===== src/rtl/hack_pkg.sv =====
// hack_pkg: shared loader state encoding and Hack ROM geometry.
package hack_pkg;
    localparam int HACK_ADDR_WIDTH = 15;
    localparam int HACK_WORD_WIDTH = 16;
    localparam int HACK_ROM_WORDS = 32768;
    typedef enum logic [2:0] {IDLE, LOAD, FILL, HOLD, RUN, ERROR} state_t;
endpackage


===== src/rtl/hack_rom_wr_port.sv =====
// hack_rom_wr_port: registered ROM write strobe/address/data stage shared by LOAD and FILL.
module hack_rom_wr_port #(
    parameter int ADDR_WIDTH = 15,
    parameter int WORD_WIDTH = 16
) (
    input  logic                  clk,
    input  logic                  reset,
    input  logic                  we,
    input  logic [ADDR_WIDTH-1:0] addr,
    input  logic [WORD_WIDTH-1:0] wdata,
    output logic                  rom_we,
    output logic [ADDR_WIDTH-1:0] rom_addr,
    output logic [WORD_WIDTH-1:0] rom_wdata
);
    always_ff @(posedge clk or negedge reset)
        if (!reset) begin
            rom_we <= 1'b0;
            rom_addr <= '0;
            rom_wdata <= '0;
        end else begin
            rom_we <= we;
            rom_addr <= addr;
            rom_wdata <= wdata;
        end
endmodule


===== src/rtl/hack_rom_loader.sv =====
// hack_rom_loader: streams Hack instructions into ROM from address 0, zero-fills the tail,
// then releases the Computer from reset after a short hold.
module hack_rom_loader
    import hack_pkg::*;
#(
    parameter int ADDR_WIDTH = HACK_ADDR_WIDTH,
    parameter int WORD_WIDTH = HACK_WORD_WIDTH,
    parameter int FILL_TOP = HACK_ROM_WORDS,
    parameter int HOLD_CYCLES = 2
) (
    input  logic                  clk,
    input  logic                  reset,
    input  logic                  start,
    input  logic                  in_valid,
    input  logic [WORD_WIDTH-1:0] in_data,
    input  logic                  in_last,
    output logic                  in_ready,
    output logic                  rom_we,
    output logic [ADDR_WIDTH-1:0] rom_addr,
    output logic [WORD_WIDTH-1:0] rom_wdata,
    output logic                  cpu_reset,
    output logic                  busy,
    output logic                  done,
    output logic                  error,
    output logic [ADDR_WIDTH:0]   word_count
);
    localparam int HW = $clog2(HOLD_CYCLES + 1);
    localparam logic [ADDR_WIDTH:0] TOP = (ADDR_WIDTH + 1)'(FILL_TOP);
    localparam logic [ADDR_WIDTH:0] LAST = (ADDR_WIDTH + 1)'(2 ** ADDR_WIDTH - 1);
    localparam logic [ADDR_WIDTH:0] FULL = (ADDR_WIDTH + 1)'(2 ** ADDR_WIDTH);
    state_t state;
    logic [ADDR_WIDTH:0] ptr;
    logic [HW-1:0] hcnt;
    logic xfer;
    assign in_ready = state == LOAD;
    assign xfer = in_valid & in_ready;
    hack_rom_wr_port #(.ADDR_WIDTH(ADDR_WIDTH), .WORD_WIDTH(WORD_WIDTH)) u_wr (
        .clk(clk),
        .reset(reset),
        .we(xfer | (state == FILL)),
        .addr(ptr[ADDR_WIDTH-1:0]),
        .wdata(state == FILL ? '0 : in_data),
        .rom_we(rom_we),
        .rom_addr(rom_addr),
        .rom_wdata(rom_wdata)
    );
    always_ff @(posedge clk or negedge reset)
        if (!reset) begin
            state <= IDLE;
            ptr <= '0;
            hcnt <= '0;
            cpu_reset <= 1'b1;
            busy <= 1'b0;
            done <= 1'b0;
            error <= 1'b0;
            word_count <= '0;
        end else begin
            hcnt <= state == HOLD ? hcnt + 1'b1 : '0;
            case (state)
                IDLE, RUN, ERROR:
                    if (start) begin
                        state <= LOAD;
                        ptr <= '0;
                        word_count <= '0;
                        cpu_reset <= 1'b1;
                        busy <= 1'b1;
                        done <= 1'b0;
                        error <= 1'b0;
                    end
                LOAD:
                    if (xfer) begin
                        ptr <= ptr + 1'b1;
                        word_count <= word_count == FULL ? word_count : word_count + 1'b1;
                        if (in_last) state <= ptr + 1'b1 >= TOP ? HOLD : FILL;
                        else if (ptr == LAST) begin
                            state <= ERROR;
                            busy <= 1'b0;
                            error <= 1'b1;
                        end
                    end
                FILL: begin
                    ptr <= ptr + 1'b1;
                    if (ptr == TOP - 1'b1) state <= HOLD;
                end
                HOLD:
                    // hcnt counts the strobe-free cycles after the final write becomes visible
                    if (hcnt == HW'(HOLD_CYCLES)) begin
                        state <= RUN;
                        cpu_reset <= 1'b0;
                        busy <= 1'b0;
                        done <= 1'b1;
                    end
                default: state <= IDLE;
            endcase
        end
endmodule


===== config.mk =====
export PLATFORM = sky130hd
export DESIGN_NAME = hack_rom_loader
export DESIGN_NICKNAME = d
export VERILOG_FILES = /design/src/rtl/hack_pkg.sv /design/src/rtl/hack_rom_wr_port.sv /design/src/rtl/hack_rom_loader.sv
export SDC_FILE = /design/constraint.sdc
export NUM_CORES = 1
export LEC_CHECK = 0
export CAP_MARGIN = 10
export CORE_MARGIN = 4
export CORE_UTILIZATION = 54
export DETAILED_ROUTE_END_ITERATION = 10
export HOLD_SLACK_MARGIN = 0.05
export PLACE_DENSITY = 0.85
export SLEW_MARGIN = 20
export SYNTH_ARGS = -nofsm -noshare
export SYNTH_HDL_FRONTEND = slang
export SYNTH_SLANG_ARGS = --single-unit

===== constraint.sdc =====
create_clock -name clk -period 3.7 [get_ports clk]
set_input_delay 0.74 -clock clk [delete_from_list [all_inputs] [get_ports clk]]
set_output_delay 0.74 -clock clk [all_outputs]
set_load 0.01 [all_outputs]

==> impl_metrics.json <==
{
  "status": "completed",
  "fin_crit_sh_pct": 77.0,
  "antenna_found_initial": 0,
  "cts_setup_buffers": 0,
  "yosysSeqAreaShare_pct": 55.3,
  "drive_gt1_share_pct": 9.30,
  "synthArstFlopShare_pct": 100,
  "worst_r2r_path_depth": 6,
  "die_h_um": 86.3,
  "cts_tree": "done",
  "slew_headroom_pct": 41.0,
  "die_x_um": 86.3,
  "r2r_start": "state[1]",
  "powerDensity_nw_per_um2": 569,
  "rsz0062_at_grt": "false",
  "cp-end-kind": "output pin",
  "drc_errors": 0,
  "via_count": 2667,
  "path_clk_slew_ps": 70,
  "wl_per_cell_um": 15.7,
  "cts-htree-levels": 3,
  "ir_worst_vdd_mv": 0.457,
  "pre_cts_ws_ps": 1040,
  "criticalPathCategory": "reg -> out",
  "min_from": "hcnt[0]",
  "p_leak_nw": 1.86,
  "row_count": 28,
  "syn_avg_cell_area_um2": 10.8,
  "grt_max_degree": 74,
  "portBuffers": 73,
  "finalHoldViolCount": 0,
  "cts.sinks": 73,
  "drt-pass1-iter-count": 5,
  "fmax_mhz": 351,
  "io_pins": 74,
  "cts_resized": 0,
  "cts_buffer_depth": 2,
  "overflow": 0,
  "avgViaCountPerCell": 5.77,
  "syn-instance-count": 307,
  "dieArea_um2": 7440,
  "cts_buffers": 9,
  "antenna_left": 0,
  "synthFlopType": "dfrtp_1",
  "period_minus_slack_ps": 2850,
  "synthDistinctLibCells": 56,
  "diodes": 0,
  "max_slew.worst_pin.slew_ps": 885,
  "hold_class": "reg -> reg",
  "root_buffer": "clkbuf_8",
  "place_congestion": 0.870,
  "critPathLaunchType": "flop",
  "min_to": "hcnt[0]",
  "path_max_fanout": 9,
  "initial_utilization_pct": 55.9,
  "r2r-end": "ptr[11]",
  "grt_usage_pct": 20.5,
  "max_cap_viol_count": 0,
  "fin_ws_ps": 849,
  "finalSetupViolCount": 0,
  "holdPathStages": 1,
  "regToRegSetupSlack_ps": 1590,
  "drt_iter0_drc": 117,
  "grt_pass1_vias": 2528,
  "grt_pass1_wl_mm": 12.0,
  "hold_buffers": 0,
  "nets": 407,
  "finClkSkew_ps": 7.62,
  "wirelength_mm": 7.24,
  "clk_latency_ps": 340,
  "fill_cells": 434,
  "yosys_warnings": 0,
  "synth_edf_count": 0,
  "syn_nets": 332,
  "syn_area_um2": 3310,
  "syn_to_final_growth_pct": 28.7,
  "core_area_um2": 5920,
  "final_cell_mix": "72 x dfrtp_1, 72 x clkdlybuf4s50_1, 35 x nor2_1, 24 x o21ai_0, 18 x nand2_1",
  "worstPathRequired_ps": 2960,
  "hpwl_mm": 5.01,
  "critPathArrivalTime_ps": 2110,
  "synth_seq_cells": 73,
  "maxSlewViolCount": 0,
  "setup_tns_ps": 0
}
## power by group
part / switching [mW] / total (mW) / internal, mW
clock: 0.285 / 0.561 / 0.276
sequential: 0.119 / 1.03 / 0.910
combinational: 0.464 / 0.833 / 0.368
total: 0.869 / 2.42 / 1.55
## through the flow
stage | total power [mW] | utilization (%) | hold WS [ps] | instance area [um2] | std cells
2_1_floorplan | 1.57 | - | 349 | 3310 | 307
3_3_place_gp | 1.84 | 68.9 | 412 | 4080 | 446
3_5_place_dp | 1.87 | 68.9 | 424 | 4080 | 446
4_1_cts | 2.44 | 71.9 | 434 | 4260 | 462
5_1_grt | 2.57 | 71.9 | 450 | 4260 | 462
6_report | 2.42 | 71.9 | 434 | 4260 | 462
## cell families after synthesis
group / after synthesis / share of synthesized area, %
mux: 4 / 1.29
buf+inv: 22 / 3.33
xor+xnor: 14 / 3.71
compound gates: 62 / 12.2
simple gates: 128 / 22.7
flops: 73 / 55.3
fa+ha+maj: 4 / 1.51
## cell usage after synthesis (7+ instances only)
| library cell | n | area share [%] |
|---|---|---|
| nand4_1 | 11 | 2.1 |
| nor4_1 | 7 | 1.3 |
| xnor2_1 | 7 | 1.9 |
| nor2_1 | 35 | 4.0 |
| dfrtp_1 | 72 | 54 |
| a21oi_1 | 10 | 1.5 |
| nand2_1 | 18 | 2.0 |
| o21ai_0 | 24 | 3.6 |
| xor2_1 | 7 | 1.9 |
| inv_1 | 10 | 1.1 |
| nor2b_1 | 16 | 3.0 |
| nand3_1 | 13 | 2.0 |
## cell type report
type	count	area (um2)	area share, %
Clock buffer	11	151	3.55
Sequential cell	73	1830	42.9
Multi-Input combinational cell	212	1370	32.2
Timing Repair Buffer	76	748	17.6
Clock inverter	5	30.0	0.705
Inverter	10	37.5	0.881
Tap cell	75	93.8	2.20
## how the worst max path moves through the flow
stage / endpoint / cells past startpoint / slack [ps] / startpoint
floorplan: in_ready / 3 / 1900 / state[2]
detailed placement: ptr[11] / 7 / 1040 / in_valid
CTS: in_ready / 4 / 850 / state[0]
finish: in_ready / 4 / 850 / state[0]
global placement: ptr[11] / 7 / 1160 / in_valid
global route: in_ready / 4 / 720 / state[0]
## registers in the layout (all words and copies together) (netlist names)
name / flops
error: 1
word_count: 16
done: 1
ptr: 16
u_wr.rom_wdata: 16
u_wr.rom_addr: 15
state: 3
u_wr.rom_we: 1
busy: 1
cpu_reset: 1
hcnt: 2
## critical path, cell delays in order (launching register included)
cell	delay (ps)
dfrtp_1	530
inv_1	140
or3_1	370
inv_1	150
clkdlybuf4s50_1	580
## routing by layer
| layer | GRT usage [%] | vias up | share of wire (%) |
|---|---|---|---|
| li1 | - | 1241 | - |
| met1 | 27.2 | 1318 | 43 |
| met2 | 32.6 | 98 | 48 |
| met3 | 4.94 | 10 | 7.6 |
| met4 | 8.64 | 0 | 1.6 |
| met5 | 0 | - | 0 |
No activity file was read; power rests on OpenSTA's default activity.
